[config.mk]
export PLATFORM = sky130hd
export DESIGN_NAME = led_frame_sequencer_flat
export DESIGN_NICKNAME = d
export VERILOG_FILES = /design/src/rtl/led_pkg.sv /design/src/rtl/led_frame_sequencer_if.sv /design/src/rtl/led_frame_sequencer_phase_timer.sv /design/src/rtl/led_frame_sequencer.sv /design/src/flat_wrapper.sv
export SDC_FILE = /design/constraint.sdc
export NUM_CORES = 1
export LEC_CHECK = 0
export CORE_AREA = 4 4 131 133
export CTS_CLUSTER_SIZE = 30
export DETAILED_ROUTE_END_ITERATION = 10
export DIE_AREA = 0 0 135 137
export SYNTH_ARGS = -nofsm -noshare
export SYNTH_HDL_FRONTEND = slang
export SYNTH_SLANG_ARGS = --single-unit
[constraint.sdc]
create_clock -name clk -period 5.4 [get_ports clk]
set_input_delay 0.81 -clock clk [delete_from_list [all_inputs] [get_ports clk]]
set_output_delay 0.81 -clock clk [all_outputs]
set_load 0.05 [all_outputs]
[src/rtl/led_pkg.sv]
// rtl/led_pkg.sv - shared state encoding and default LED stripe timing
package led_pkg;

  typedef enum logic [1:0] {IDLE, FETCH, SHIFT, LATCH} state_t;

  localparam int LED_BITS = 24;

  // Defaults for a 25 MHz clock: 400 ns short, 800 ns long, 50 us latch gap
  localparam int S_CYCLES_25M     = 10;
  localparam int L_CYCLES_25M     = 20;
  localparam int RESET_CYCLES_25M = 1250;

endpackage

[src/rtl/led_frame_sequencer_if.sv]
// rtl/led_frame_sequencer_if.sv - frame buffer and bit encoder handshake bundle
interface led_frame_sequencer_if
  import led_pkg::*;
#(
  parameter int ADDR_W       = 3,
  parameter int BITS_PER_LED = LED_BITS
);

  logic                    pix_rd;
  logic [ADDR_W-1:0]       pix_addr;
  logic [BITS_PER_LED-1:0] pix_data;
  logic                    pix_valid;
  logic                    new_bit_rqst;
  logic                    bit_to_transmit;
  logic                    all_bits_shifted;
  logic                    s_time_wait;
  logic                    s_time_measured;
  logic                    l_time_wait;
  logic                    l_time_measured;
  logic                    reset_finish;

  modport master (
    output pix_rd, pix_addr, bit_to_transmit, all_bits_shifted,
           s_time_measured, l_time_measured, reset_finish,
    input  pix_data, pix_valid, new_bit_rqst, s_time_wait, l_time_wait
  );

  modport slave (
    input  pix_rd, pix_addr, bit_to_transmit, all_bits_shifted,
           s_time_measured, l_time_measured, reset_finish,
    output pix_data, pix_valid, new_bit_rqst, s_time_wait, l_time_wait
  );

endinterface

[src/rtl/led_frame_sequencer_phase_timer.sv]
// rtl/led_frame_sequencer_phase_timer.sv - saturating phase counter with one-shot elapsed pulse
module phase_timer #(
  parameter int CYCLES = 10
) (
  input  logic clk,
  input  logic rst,
  input  logic phase_wait,
  output logic measured
);

  localparam int CNT_W = (CYCLES > 2) ? $clog2(CYCLES) : 1;

  logic [CNT_W-1:0] cnt;

  // Pulse is scheduled one cycle early so the registered output lines up with cnt == CYCLES-1
  always_ff @(posedge clk or posedge rst) begin
    if (rst) begin
      cnt      <= '0;
      measured <= 1'b0;
    end else begin
      measured <= phase_wait && (cnt == CNT_W'(CYCLES - 2));
      if (!phase_wait)
        cnt <= '0;
      else if (cnt != CNT_W'(CYCLES - 1))
        cnt <= cnt + CNT_W'(1);
    end
  end

endmodule

[src/rtl/led_frame_sequencer.sv]
// rtl/led_frame_sequencer.sv - fetches GRB pixels and serves them bit by bit to the stripe encoder
module led_frame_sequencer
  import led_pkg::*;
#(
  parameter int NUM_LEDS     = 8,
  parameter int BITS_PER_LED = LED_BITS,
  parameter int ADDR_W       = 3,
  parameter int S_CYCLES     = S_CYCLES_25M,
  parameter int L_CYCLES     = L_CYCLES_25M,
  parameter int RESET_CYCLES = RESET_CYCLES_25M
) (
  input  logic                  clk,
  input  logic                  rst,
  input  logic                  frame_start,
  output logic                  busy,
  output logic                  frame_done,
  output logic                  underrun,
  led_frame_sequencer_if.master bus
);

  localparam int BIT_W = $clog2(BITS_PER_LED);
  localparam int LAT_W = $clog2(RESET_CYCLES);
  localparam logic [BIT_W-1:0]  BIT_LAST = BIT_W'(BITS_PER_LED - 1);
  localparam logic [ADDR_W-1:0] LED_LAST = ADDR_W'(NUM_LEDS - 1);
  localparam logic [LAT_W-1:0]  LAT_LAST = LAT_W'(RESET_CYCLES - 1);

  state_t                  state;
  logic [BITS_PER_LED-1:0] shift_reg;
  logic [BITS_PER_LED-1:0] next_reg;
  logic                    next_valid;
  logic                    rd_pend;
  logic [BIT_W-1:0]        bit_cnt;
  logic [ADDR_W-1:0]       led_cnt;
  logic [LAT_W-1:0]        lat_cnt;
  logic                    pix_rd_q;
  logic [ADDR_W-1:0]       pix_addr_q;
  logic                    all_shifted_q;
  logic                    reset_finish_q;

  assign bus.pix_rd           = pix_rd_q;
  assign bus.pix_addr         = pix_addr_q;
  assign bus.bit_to_transmit  = shift_reg[BITS_PER_LED-1];
  assign bus.all_bits_shifted = all_shifted_q;
  assign bus.reset_finish     = reset_finish_q;

  always_ff @(posedge clk or posedge rst) begin
    if (rst) begin
      state          <= IDLE;
      busy           <= 1'b0;
      frame_done     <= 1'b0;
      underrun       <= 1'b0;
      shift_reg      <= '0;
      next_reg       <= '0;
      next_valid     <= 1'b0;
      rd_pend        <= 1'b0;
      bit_cnt        <= '0;
      led_cnt        <= '0;
      lat_cnt        <= '0;
      pix_rd_q       <= 1'b0;
      pix_addr_q     <= '0;
      all_shifted_q  <= 1'b0;
      reset_finish_q <= 1'b0;
    end else begin
      pix_rd_q       <= 1'b0;
      frame_done     <= 1'b0;
      reset_finish_q <= 1'b0;
      case (state)
        IDLE: begin
          if (frame_start) begin
            pix_rd_q   <= 1'b1;
            pix_addr_q <= '0;
            rd_pend    <= 1'b1;
            busy       <= 1'b1;
            underrun   <= 1'b0;
            next_valid <= 1'b0;
            state      <= FETCH;
          end
        end
        FETCH: begin
          if (bus.pix_valid && rd_pend) begin
            shift_reg <= bus.pix_data;
            bit_cnt   <= '0;
            led_cnt   <= '0;
            rd_pend   <= 1'b0;
            state     <= SHIFT;
            if (NUM_LEDS > 1) begin
              pix_rd_q   <= 1'b1;
              pix_addr_q <= ADDR_W'(1);
              rd_pend    <= 1'b1;
            end
          end
        end
        SHIFT: begin
          if (bus.pix_valid && rd_pend) begin
            next_reg   <= bus.pix_data;
            next_valid <= 1'b1;
            rd_pend    <= 1'b0;
          end
          // Later assignments in this branch deliberately override the prefetch capture above
          if (bus.new_bit_rqst) begin
            if (bit_cnt != BIT_LAST) begin
              shift_reg <= shift_reg << 1;
              bit_cnt   <= bit_cnt + BIT_W'(1);
            end else if (led_cnt == LED_LAST) begin
              all_shifted_q <= 1'b1;
              lat_cnt       <= '0;
              state         <= LATCH;
            end else if (next_valid) begin
              shift_reg  <= next_reg;
              led_cnt    <= led_cnt + ADDR_W'(1);
              bit_cnt    <= '0;
              next_valid <= 1'b0;
              if (int'(led_cnt) + 2 < NUM_LEDS) begin
                pix_rd_q   <= 1'b1;
                pix_addr_q <= ADDR_W'(int'(led_cnt) + 2);
                rd_pend    <= 1'b1;
              end
            end else begin
              underrun      <= 1'b1;
              rd_pend       <= 1'b0;
              next_valid    <= 1'b0;
              all_shifted_q <= 1'b1;
              lat_cnt       <= '0;
              state         <= LATCH;
            end
          end
        end
        LATCH: begin
          if (lat_cnt == LAT_LAST) begin
            reset_finish_q <= 1'b1;
            frame_done     <= 1'b1;
            all_shifted_q  <= 1'b0;
            busy           <= 1'b0;
            state          <= IDLE;
          end else begin
            lat_cnt <= lat_cnt + LAT_W'(1);
          end
        end
        default: state <= IDLE;
      endcase
    end
  end

  phase_timer #(.CYCLES(S_CYCLES)) u_s_timer (
    .clk        (clk),
    .rst        (rst),
    .phase_wait (bus.s_time_wait),
    .measured   (bus.s_time_measured)
  );

  phase_timer #(.CYCLES(L_CYCLES)) u_l_timer (
    .clk        (clk),
    .rst        (rst),
    .phase_wait (bus.l_time_wait),
    .measured   (bus.l_time_measured)
  );

endmodule

[src/flat_wrapper.sv]
// flat-port wrapper written by rule: the top's interface ports become plain ports
module led_frame_sequencer_flat import led_pkg::*;
#(
  parameter int NUM_LEDS     = 8,
  parameter int BITS_PER_LED = LED_BITS,
  parameter int ADDR_W       = 3,
  parameter int S_CYCLES     = S_CYCLES_25M,
  parameter int L_CYCLES     = L_CYCLES_25M,
  parameter int RESET_CYCLES = RESET_CYCLES_25M
)
  (clk, rst, frame_start, busy, frame_done, underrun, bus_pix_rd, bus_pix_addr, bus_bit_to_transmit, bus_all_bits_shifted, bus_s_time_measured, bus_l_time_measured, bus_reset_finish, bus_pix_data, bus_pix_valid, bus_new_bit_rqst, bus_s_time_wait, bus_l_time_wait);
  led_frame_sequencer_if #(.ADDR_W(ADDR_W), .BITS_PER_LED(BITS_PER_LED)) bus_i ();
  input  logic clk;
  input  logic rst;
  input  logic frame_start;
  output logic busy;
  output logic frame_done;
  output logic underrun;
  output wire logic [$bits(bus_i.pix_rd)-1:0] bus_pix_rd;
  output wire logic [$bits(bus_i.pix_addr)-1:0] bus_pix_addr;
  output wire logic [$bits(bus_i.bit_to_transmit)-1:0] bus_bit_to_transmit;
  output wire logic [$bits(bus_i.all_bits_shifted)-1:0] bus_all_bits_shifted;
  output wire logic [$bits(bus_i.s_time_measured)-1:0] bus_s_time_measured;
  output wire logic [$bits(bus_i.l_time_measured)-1:0] bus_l_time_measured;
  output wire logic [$bits(bus_i.reset_finish)-1:0] bus_reset_finish;
  input wire logic [$bits(bus_i.pix_data)-1:0] bus_pix_data;
  input wire logic [$bits(bus_i.pix_valid)-1:0] bus_pix_valid;
  input wire logic [$bits(bus_i.new_bit_rqst)-1:0] bus_new_bit_rqst;
  input wire logic [$bits(bus_i.s_time_wait)-1:0] bus_s_time_wait;
  input wire logic [$bits(bus_i.l_time_wait)-1:0] bus_l_time_wait;
  assign bus_pix_rd = bus_i.pix_rd;
  assign bus_pix_addr = bus_i.pix_addr;
  assign bus_bit_to_transmit = bus_i.bit_to_transmit;
  assign bus_all_bits_shifted = bus_i.all_bits_shifted;
  assign bus_s_time_measured = bus_i.s_time_measured;
  assign bus_l_time_measured = bus_i.l_time_measured;
  assign bus_reset_finish = bus_i.reset_finish;
  assign bus_i.pix_data = bus_pix_data;
  assign bus_i.pix_valid = bus_pix_valid;
  assign bus_i.new_bit_rqst = bus_new_bit_rqst;
  assign bus_i.s_time_wait = bus_s_time_wait;
  assign bus_i.l_time_wait = bus_l_time_wait;
  led_frame_sequencer #(.NUM_LEDS(NUM_LEDS), .BITS_PER_LED(BITS_PER_LED), .ADDR_W(ADDR_W), .S_CYCLES(S_CYCLES), .L_CYCLES(L_CYCLES), .RESET_CYCLES(RESET_CYCLES)) u_core (.clk(clk), .rst(rst), .frame_start(frame_start), .busy(busy), .frame_done(frame_done), .underrun(underrun), .bus(bus_i));
endmodule
==> impl_results.md, run 1 <==
- Post-synth top area cell: dfrtp_1
- Cts bufs inserted: 9
- CP Class: flop to flop
- CTS tree: built
- Synth top area cells: dfrtp_1 (48%), mux2_2 (8.1%), mux2_4 (5.7%)
- Full die area: roughly 18000 um2
- Final setup fails: 0
- Static leakage: between 2 and 3 nW
- Sum Neg Setup Slack: 0 ns
- Post-Syn Nets: 493
- Die height: about 140 um
- Skew final: about 0.0067 ns
- Top cells by count, synth: dfrtp_1 (90), nand2_1 (67), mux2_2 (34), nor2_1 (30), a31oi_1 (24)
- Fmax: between 0.3 and 0.4 GHz
- GRT overflow: 0
- Top sig layer: met4
- Core Util, Final: 0.3537
- Via/cell ratio: 4.812
- # IOs: between 40 and 50
- Pwr/cell area: 248.0 nW/um2
- DRT iter0 DRCs: between 200 and 250
- Slew margin rel.: 0.2298
- I/O Buffers: between 40 and 50
- Residual DRC: 0
- Fillers: between 1500 and 2000
- Final min period: roughly 2.9 ns
- CTS Hold Bufs: 0
- Pin count of the biggest net entering global routing: between 70 and 80
- Skew-Pair Late Insertion Delay: 0.34 ns
- Main synth FF type: dfrtp_1
- Fin crit share: 0.5338
- Final-report hold violation count: 0
- Met3 routed wirelength: around 360 um
- Status: completed
- Die width: 135 um
- Critical path data arrival time: 3.11 ns
- Antenna viol nets, final: 0
- GRT Overall Usage: 0.1128
- CTS root buffer: clkbuf_16
- ANT cells: 0
- Seq cells post-synth: 90
- Metal-1 WL: around 4.7 mm
- Floorplan row count: 46
- Share of layout cells above drive strength 1: 0.1622
- Mapped Cells: about 450
- # Max-Cap Violations: 0
- CP startpoint kind: flop
- RSZ-0062 raised after global routing: no
- CTS H-Tree Depth: 3
- Wire per inst: about 14 um
- HPWL after DPL: between 6 and 7 mm
- Clk slew on worst S/H paths: about 0.06 ns
- Initial antenna violation count: 0
- Avg Cell Area, Syn: between 10 and 15 um2
- EDFF count, synth: 0
- CTS sink cnt: 90
- Vias in the first global route: ~3500
- Slew Limit Fails: 0
- Ys Warns: 0
- First-pass GRT wire length: ~17 mm
- Vias: about 3400
- Area Overhead vs Synth: 19.02%
- Worst-path fanout max: 30
- Mapped Area: roughly 4700 um2
- Top-count cell post-synth: dfrtp_1
- CP Capture Type: flop
- Seq/Total Area, Yosys: 0.4789
- Worst hold path type: flop to flop
- Synth cell types: between 50 and 60
- Area of the core: about 16000 um2
- Maximum vdd ir drop: roughly 0.12 mV
- RePlAce Congestion: a little under 0.8
- Synth top area share: 0.4789
- Slew @ Worst Pin: between 1 and 1.5 ns
- Nets@finish: roughly 530
- Ys async rst share: 1.000
- Starting Density: 0.2972
- Drt pass-1 iters: 5
- Clock Path Buffers: 2
- Resize count post-CTS: 0
- CP required: 5.62 ns
- Setup Fix Bufs, Post-CTS: 0
- WHS: about 0.50 ns
- Met2 wire len: 4.692 mm
- Post-Route WL: around 10 mm
-- final cells by class --
type                    count  area [um2]  share of cell area
multi-input cells         318        2265              0.4046
flip-flops and latches     90        2252              0.4023
repair buffers             48       465.4             0.08315
well taps                 216       270.3             0.04828
clock buffers              11       232.7             0.04157
inverters                  15       57.56             0.01028
clock inverters             5       55.05            0.009835
-- final timing paths --
| path | startpoint | slack [ns] | to | depth (start not counted) |
|---|---|---|---|---|
| min in group asynchronous | rst | 0.99 | u_core.underrun | 2 |
| max in group asynchronous | rst | 3.40 | u_core.bit_cnt[1] | 3 |
| hold reg to reg | u_core.next_reg[0] | 0.50 | u_core.next_reg[0] | 2 |
| hold / removal | u_core.next_reg[0] | 0.50 | u_core.next_reg[0] | 2 |
| setup / recovery | u_core.bit_cnt[0] | 2.52 | u_core.shift_reg[17] | 5 |
| setup reg to reg | u_core.bit_cnt[0] | 2.52 | u_core.shift_reg[17] | 5 |
-- report_power, final --
| group | total [mW] | internal [mW] | switching (mW) |
|---|---|---|---|
| clock network | 0.613 | 0.357 | 0.256 |
| registers | 0.695 | 0.687 | 0.00865 |
| logic | 0.0792 | 0.0421 | 0.0372 |
-- per-layer routing --
metal	GRT usage	vias up
li1	-	1663
met1	0.1467	1657
met2	0.1815	51
met3	0.02610	12
met4	0.04703	0
met5	0	-
-- stage by stage --
step | instance area (um2) | setup slack (ns) | total power, mW | std cells
global placement | 5310 | 2.571 | 0.7864 | 687
global route | 5598 | 2.334 | 1.446 | 703
CTS | 5598 | 2.501 | 1.409 | 703
floorplan | 4703 | 2.255 | 0.7490 | 446
finish | 5598 | 2.518 | 1.388 | 703
detailed placement | 5310 | 2.502 | 0.7886 | 687
-- layout by cell type (no fill, tap or decap), drive strengths merged, types with 2 or more instances in the layout --
master	n
a21o	3
a21oi	12
a22o	3
a2bb2oi	2
a31o	2
a31oi	24
and2	6
and3	6
buf	6
clkbuf	11
clkdlybuf4s50	42
clkinv	3
clkinvlp	2
dfrtp	90
ha	16
inv	14
mux2	52
mux2i	5
nand2	67
nand2b	2
nand3	18
nand4	2
nand4b	3
nor2	30
nor2b	4
nor3b	2
nor4	2
o21ai	16
o31ai	9
or3	5
or4	4
xnor2	5
-- critical path, stage by stage, from the launching register on --
cell     delay (ns)
dfrtp_1        0.41
ha_1           0.30
and4b_1        1.01
a31o_1         0.26
buf_4          0.39
mux2_2         0.39
-- cell families (layout without fill, tap and decap cells) --
group	count (synthesis)	count (layout)	synth area share
AND/OR/NAND/NOR	156	156	0.1602
flip-flops	90	90	0.4789
AO/OA/AOI/OAI	83	83	0.1176
multiplexers	57	57	0.1495
buffers and inverters	38	79	0.04017
adder cells (fa/ha/maj)	16	16	0.04256
XOR/XNOR	6	6	0.01117
Note: power is estimated with default switching activity, not from simulation.
==> inputs of run 2 (changes only) <==
Clock period 5.4 ns to 2.5 ns, I/O delays scaled along.
==> run 2 against run 1 <==
Against the previous run: register-to-register slack got worse by 2.2 ns; sequential power rose by 120%; highest routed layer unchanged; critical path type unchanged; final cell count rose by 0.85%; core utilization rose by 0.51 points.
==> impl_results.md, run 2 (synthesis gave the netlist of run 1 again) <==
- Most frequent cells in the layout: dfrtp_1 (90), nand2_1 (67), clkdlybuf4s50_1 (42)
- CP Capture Type: flop
- Final min period: about 2.2 ns
- First-pass GRT wire length: approximately 17 mm
- Fin crit share: 0.8665
- RePlAce Congestion: about 0.74
- GRT Overall Usage: 0.1158
- Most common cell after layout, fill and taps aside: dfrtp_1
- Via/cell ratio: roughly 5
- Slew Limit Fails: 0
- Vias: 3442
- Die height: about 140 um
- Cts bufs inserted: 9
- Sw frac: 0.2224
- Vias in the first global route: approximately 3600
- Slew @ Worst Pin: just over 0.5 ns
- Share of layout cells above drive strength 1: 0.1744
- ANT cells: 0
- CP Class: flop to flop
- Full die area: approximately 18000 um2
- Wire per inst: roughly 14 um
- Clock share of power: 0.433
- Switch Pwr: 0.6597 mW
- Post-Route WL: 10.06 mm
- Setup Fix Bufs, Post-CTS: 0
- HPWL after DPL: approximately 7 mm
- Final-report hold violation count: 0
- DRT iter0 DRCs: 230
- WHS: approximately 0.42 ns
- GRT overflow: 0
- CP startpoint kind: flop
- Area Overhead vs Synth: 20.72%
- Reg power frac: 0.506
- RSZ-0062 raised after global routing: no
- Worst-path fanout max: 11
- Final setup fails: 0
- Sum Neg Setup Slack: 0 ns
- CTS H-Tree Depth: 3
- Starting Density: 0.2972
- Clk slew on worst S/H paths: roughly 0.06 ns
- Slew margin rel.: 0.6585
- Maximum vdd ir drop: 0.2168 mV
- CTS tree: built
- Skew-Pair Late Insertion Delay: between 0.3 and 0.4 ns
- CTS sink cnt: 90
- CTS Hold Bufs: 0
- # Max-Cap Violations: 0
- Placed insts: roughly 690
- # IOs: 43
- Fmax: 0.4616 GHz
- Worst hold path type: primary input to asynchronous set/reset pin
- FF-to-FF setup slack: between 0.3 and 0.4 ns
- CP required: 2.76 ns
- Die width: about 140 um
- CTS root buffer: clkbuf_16
- Part of the power in combinational logic: 0.060
- Floorplan row count: between 40 and 50
- Pint: about 2.3 mW
- Nets@finish: about 540
- Antenna viol nets, final: 0
- Status: completed
- Post-Layout Cell Count: around 700
- Initial antenna violation count: 0
- Pin count of the biggest net entering global routing: 71
- Clock Path Buffers: 2
- Static leakage: between 2 and 3 nW
- Pwr/cell area: between 500 and 600 nW/um2
- I/O Buffers: 42
- Skew final: 0.006039 ns
- Core Util, Final: 0.3587
- Drt pass-1 iters: 5
- Residual DRC: 0
- Resize count post-CTS: 0
- Area of the core: roughly 16000 um2
- Critical path data arrival time: approximately 2.4 ns
-- run 2: cell types whose count changed in the layout (fill, tap and decap cells not counted) --
cell | previous run | this run
clkbuf_1 | 2 | 1
buf_12 | 0 | 3
bufinv_16 | 1 | 0
clkinv_2 | 3 | 2
clkbuf_8 | 0 | 2
clkinv_4 | 0 | 1
buf_4 | 6 | 9
-- run 2: final timing paths --
kind                                    start  cells after the start            endpoint
setup / recovery            u_core.bit_cnt[0]                      6   u_core.lat_cnt[7]
hold / removal                            rst                      2     u_core.state[1]
setup reg to reg            u_core.bit_cnt[0]                      6   u_core.lat_cnt[7]
hold reg to reg            u_core.next_reg[0]                      2  u_core.next_reg[0]
max in group asynchronous                 rst                      3   u_core.led_cnt[1]
min in group clk           u_core.next_reg[0]                      2  u_core.next_reg[0]
-- run 2: cell type report --
type	instances	area [um2]
Sequential cell	90	2252
Fill cell	1559	10150
Tap cell	216	270.3
Timing Repair Buffer	54	548.0
Clock buffer	12	256.5
Multi-Input combinational cell	318	2265
Inverter	15	60.06
Clock inverter	4	26.28
-- run 2: through the flow --
stage / setup WS, ns / cell area, um2 / total power [mW]
global placement: 0.2391 / 5395 / 1.703
global route: 0.1822 / 5678 / 3.109
detailed placement: 0.1979 / 5395 / 1.712
floorplan: 0.4007 / 4707 / 1.618
finish: 0.3337 / 5678 / 2.967
CTS: 0.3367 / 5678 / 3.025
-- run 2: power groups by stage --
stage          sequential (mW)  combinational [mW]  clock, mW
4_1_cts                   1.50               0.185       1.34
2_1_floorplan             1.53              0.0915          0
6_report                  1.50               0.179       1.29
3_5_place_dp              1.53               0.184          0
5_1_grt                   1.50               0.204       1.40
3_3_place_gp              1.53               0.176          0
-- run 2: worst max-delay path: stages, from the launching register on --
cell	delay (ns)
dfrtp_1	0.41
ha_1	0.31
nand4b_1	0.18
o32a_1	0.49
buf_4	0.21
or3_1	0.35
a21oi_1	0.15
-- run 2: per-layer routing --
| metal | vias up | global-route usage | wire length, um |
|---|---|---|---|
| li1 | 1667 | - | - |
| met3 | 14 | 0.02868 | 334 |
| met5 | - | 0 | 0 |
| met1 | 1704 | 0.1504 | 4786 |
| met4 | 0 | 0.04983 | 241 |
| met2 | 57 | 0.1843 | 4698 |
